===== config.mk =====
export PLATFORM = sky130hd
export DESIGN_NAME = pcie_cos_arbiter
export DESIGN_NICKNAME = d
export VERILOG_FILES = /design/src/rtl/pcie_cos_arbiter.sv
export SDC_FILE = /design/constraint.sdc
export NUM_CORES = 1
export LEC_CHECK = 0
export ABC_AREA = 0
export CAP_MARGIN = 20
export CORE_MARGIN = 2
export CORE_UTILIZATION = 42
export DETAILED_ROUTE_END_ITERATION = 6
export GPL_TIMING_DRIVEN = 0
export HOLD_SLACK_MARGIN = 0.02
export PLACE_DENSITY = 0.8
export SYNTH_ARGS = -nofsm -noshare
export SYNTH_HDL_FRONTEND = slang
export SYNTH_SLANG_ARGS = --single-unit

===== constraint.sdc =====
create_clock -name clk -period 3.3 [get_ports clk]
set_input_delay 0.825 -clock clk [delete_from_list [all_inputs] [get_ports clk]]
set_output_delay 0.825 -clock clk [all_outputs]
set_load 0.1 [all_outputs]

===== src/rtl/pcie_cos_arbiter.sv =====
// Four-queue class-of-service arbiter: burst-limited round-robin pops into one tagged downstream stream.
// Optional COS_STRICT_PRIO_EN: lowest-index non-empty queue always wins (burst limit and rotation ignored).
module pcie_cos_arbiter #(
  parameter int DATA_SIZE = 10,
  parameter int BURST_LEN = 4
) (
  input  logic                   clk,
  input  logic                   reset,
  input  logic [3:0]             fifo_empty,
  input  logic [4*DATA_SIZE-1:0] data_out_pop,
  input  logic                   almost_full,
  output logic [3:0]             read,
  output logic                   write,
  output logic [DATA_SIZE-1:0]   data_in_push,
  output logic [1:0]             class_out,
  output logic                   busy,
  output logic                   state_dbg
);

  typedef enum logic {IDLE = 1'b0, SERVE = 1'b1} state_t;

  state_t     state, state_nxt;
  logic [1:0] grant;
  logic [1:0] last_q;
  logic [1:0] cur_g;
  logic [3:0] burst_cnt;
  logic       need_rot;
  logic       rd_en;
  logic       rd_valid;
  logic [1:0] rd_class;

  // Handshake: read[g] is a pop commit at the rising edge; the word is presented by the queue
  // for the whole next cycle, and write is a one-cycle push with data_in_push/class_out valid.
  always_comb begin
    cur_g = grant;
`ifdef COS_STRICT_PRIO_EN
    need_rot = 1'b1;
    for (int k = 3; k >= 0; k--) begin
      if (!fifo_empty[k]) cur_g = 2'(k);
    end
`else
    // burst_cnt==0 marks a pending rotation (after reset or after the granted queue drained).
    need_rot = (burst_cnt == 4'd0) || (burst_cnt >= 4'(BURST_LEN)) || fifo_empty[grant];
    if (need_rot) begin
      for (int k = 4; k >= 1; k--) begin
        if (!fifo_empty[2'(last_q + 2'(k))]) cur_g = 2'(last_q + 2'(k));
      end
    end
`endif
  end

  assign rd_en     = (state == SERVE) && !almost_full && !fifo_empty[cur_g];
  assign read      = rd_en ? (4'b0001 << cur_g) : 4'b0000;
  assign busy      = (state == SERVE) || rd_valid || write;
  assign state_dbg = state;

  always_comb begin
    state_nxt = state;
    case (state)
      IDLE:    if (!(&fifo_empty) && !almost_full) state_nxt = SERVE;
      SERVE:   if ((&fifo_empty) || almost_full) state_nxt = IDLE;
      default: state_nxt = IDLE;
    endcase
  end

  always_ff @(posedge clk or negedge reset) begin
    if (!reset) begin
      state        <= IDLE;
      grant        <= 2'd0;
      last_q       <= 2'd3;
      burst_cnt    <= 4'd0;
      rd_valid     <= 1'b0;
      rd_class     <= 2'd0;
      write        <= 1'b0;
      data_in_push <= '0;
      class_out    <= 2'd0;
    end else begin
      state    <= state_nxt;
      rd_valid <= rd_en;
      write    <= rd_valid;
      if (rd_en) begin
        rd_class  <= cur_g;
        grant     <= cur_g;
        last_q    <= cur_g;
        burst_cnt <= need_rot ? 4'd1 : burst_cnt + 4'd1;
      end else if (fifo_empty[grant]) begin
        burst_cnt <= 4'd0;
      end
      if (rd_valid) begin
        data_in_push <= data_out_pop[rd_class*DATA_SIZE +: DATA_SIZE];
        class_out    <= rd_class;
      end
    end
  end

endmodule


==> results.md <==
- Fmax: 303 MHz
- Worst-path clk slew: 0.13 ns
- Mapped Avg Cell Area: 12.1 sq um
- CTS root buf: clkbuf_4
- Largest net degree at the start of global routing: 24
- Synth Cell Area: 1540 sq um
- Tmin final: 3.30 ns
- Die ar.: 4160 sq um
- Top cell type by total area after synthesis: dfrtp_1
- Area contributors post-synth: dfrtp_1 34%, mux4_2 15%, mux2_2 8.8%, mux2i_1 3.9%, dfstp_2 3.4%
- Num rows: 21
- Unrepaired setup endpoints after global routing: true
- Total power per unit cell area: 1020 nW/um^2
- Critical Path, Cell by Cell: inv_2 -> ha_4 -> or3_4 -> or3_4 -> a21o_1 -> o311a_4 -> nor3b_4 -> buf_12
- FFs w/ async S/R, synth: 100%
- Critical Path Fanout Max: 5
- Min setup slack post-route: -0.00133 ns
- Vias per inst: 5.44
- Critical path arrival: 2.48 ns
- WP data required: 2.47 ns
- Synth-to-layout area growth: 59.6%
- Seq cells post-synth: 23
- Global-route wire length before repair: 6.55 mm
- CTS H-tree depth: 1
- CP Class: flip-flop to primary output
- Outcome: finished, violations left
- Vias post-DR: 1348
- Number of global-route vias before repair: 1338
- Die Y: 64.5 um
- Compound-Gate Fraction of Synth Area: 7.66%
- Final total power: 2.49 mW
- Crit share post-route: 100%
- Measured slew at the worst slew-check pin: 0.988 ns
- Syn. warnings: 0
- Io pins: 66
- Max clock buf depth: 2
- Crit path max-delay cell type: or3_4
- Max-Cap Viols: 0
- Startpoint types: flip-flop
- Failing checks: negative setup slack
- Clock latency on the worst-skew pair: 0.31 ns
- Drt pass-1 iters: 6
- CP dominant cell by count: or3_4
- Hpwl dp: 2.95 mm
- Worst ir drop on vdd: 0.436 mV
- Post-Synth XOR/XNOR Area: 0.570%
- Count of different cell masters after synthesis: 39
- Setup crit end kind: primary output
- CORE AREA: 3420 sq um
- Port bufs: 64
- Slew Limit Fails: 0
- Final Setup Violations: 1
- Cells after Synth: 127
- Clk sink count: 23
- Slew HR: 33.9%
- DRC viols: 0
- Post-synth EDFFs: 0
- Largest family of logic cells by synthesized area: multiplexers
- Synth Area in Simple Gates: 14.6%
- Layout fillers: 251
- Final ANT Viol Nets: 0
- Synth top area share: 34.2%
- CTS Hold Bufs: 0
- Share of layout cells above drive strength 1: 34.7%
- P_leak: 1.00 nW
- Final hold violation count: 0
- Synth Flop Type: dfrtp_1
- Gpl congestion: 0.781
- Global Route Usage Sum: 20.2%
- Clock Skew: 0.0154 ns
- Multiplexer share of the synthesized area: 31.2%
- Diodes inserted: 0
- Adder-cell share of the synthesized area: 1.63%
- DRT iter0 DRCs: 40
- CTS tree: yes
- Routed len/inst: 16.3 um
- Final net count: 252
- CTS buffer count: 3
- Syn_nets: 176
- CP max stage delay: 0.41 ns
- Die width: 64.5 um
- Initial antenna violation count: 0
- Post-Route WL: 4.04 mm
- Grt total ovfl: 0
- Sequential share of the synthesized area: 37.7%
- Initial Util: 44.9%
- Hold Path Class: flip-flop to flip-flop
- Final hold slack: 0.477 ns
layout make-up:
type / instances / area [sq um] / share of cell area, %
repair buffers: 73 / 758 / 30.9
well taps: 46 / 57.6 / 2.35
plain buffers: 8 / 76.3 / 3.12
inverters: 3 / 11.3 / 0.460
multi-input cells: 91 / 942 / 38.5
flip-flops and latches: 23 / 578 / 23.6
clock buffers: 4 / 26.3 / 1.07
power breakdown:
group | internal [mW] | switching (mW) | total, mW
registers | 0.408 | 0.0829 | 0.491
clock network | 0.0472 | 0.0810 | 0.128
logic | 0.720 | 1.15 | 1.87
total | 1.18 | 1.31 | 2.49
kinds of logic after synthesis:
| logic type | Yosys count |
|---|---|
| AO/OA/AOI/OAI | 16 |
| flip-flops | 23 |
| multiplexers | 32 |
| XOR/XNOR | 1 |
| AND/OR/NAND/NOR | 40 |
| buffers and inverters | 13 |
| adder cells (fa/ha/maj) | 2 |
critical path, delay by kind of cell, from the launching register on:
family          cells  cell delay (ns)
compound gates      2             0.36
fa+ha+maj           1             0.15
buf+inv             2             0.26
flops               1             0.38
simple gates        3             1.00
sequential cells by signal, indices dropped and copies added (netlist names):
register      cells
last_q            2
rd_valid          1
burst_cnt         4
write             1
class_out         2
rd_class          2
data_in_push     10
state_dbg         1
cells in the final DEF (no fill, tap or decap), types with 4 or more instances in the layout:
cell             instances
nand2_1                 10
nor2_1                   6
buf_4                    9
buf_6                    5
dfrtp_1                 21
mux2_2                  12
mux2i_1                  6
mux4_2                  10
clkdlybuf4s50_1         57
o21ai_0                  4
layer usage:
layer	part of all wire, %	GRT usage, %	vias to the layer above
met3	7.6	3.82	5
met1	42	26.0	652
li1	-	-	633
met2	49	34.0	58
met4	1.4	7.45	0
met5	0	0	-
repair_timing:
action / 4_1_cts / 5_1_grt
pin swaps: 7 / 8
setup buffers: 5 / 3
gates resized for setup: 56 / 10
endpoints found under the hold margin: 0 / 0
endpoints found under the setup margin: 4 / 4
cloned: 0 / 0
final timing paths:
path,start,to,slack (ns),cells past startpoint
worst min register to register,rd_valid,write,0.48,0
worst max-delay path,burst_cnt[1],read[0],-0.001,8
max in group asynchronous,reset,last_q[1],2.13,2
worst max register to register,burst_cnt[1],rd_class[1],0.41,11
min in group asynchronous,reset,class_out[1],0.69,1
worst min-delay path,rd_valid,write,0.48,0
synthesized netlist by cell type (2+ instances only):
master,n
ha_1,2
clkbuf_8,2
nor3_1,3
a22o_2,2
or3_4,2
or3_1,2
nand2b_1,2
dfstp_2,2
nand3b_1,3
nor2b_1,2
nand3_1,3
a21o_1,2
buf_6,4
mux2_2,12
mux2i_1,6
clkbuf_1,2
dfrtp_1,21
o21ai_0,5
mux2_4,3
nand2_1,10
mux4_2,10
nor2_1,6
inv_1,3
nor3b_1,3
stage by stage:
step / TNS (ns) / worst slack (ns) / cell area [sq um] / std cells / utilization (%)
2_1_floorplan: -0.547 / -0.215 / 1570 / 127 / -
3_3_place_gp: -5.95 / -1.36 / 2270 / 237 / 66.5
3_5_place_dp: -6.40 / -1.43 / 2270 / 237 / 66.5
4_1_cts: -0.000398 / -0.000398 / 2370 / 245 / 69.4
5_1_grt: -0.167 / -0.0710 / 2450 / 248 / 71.7
6_report: -0.00133 / -0.00133 / 2450 / 248 / 71.7
No activity file was read; power rests on OpenSTA's default activity.
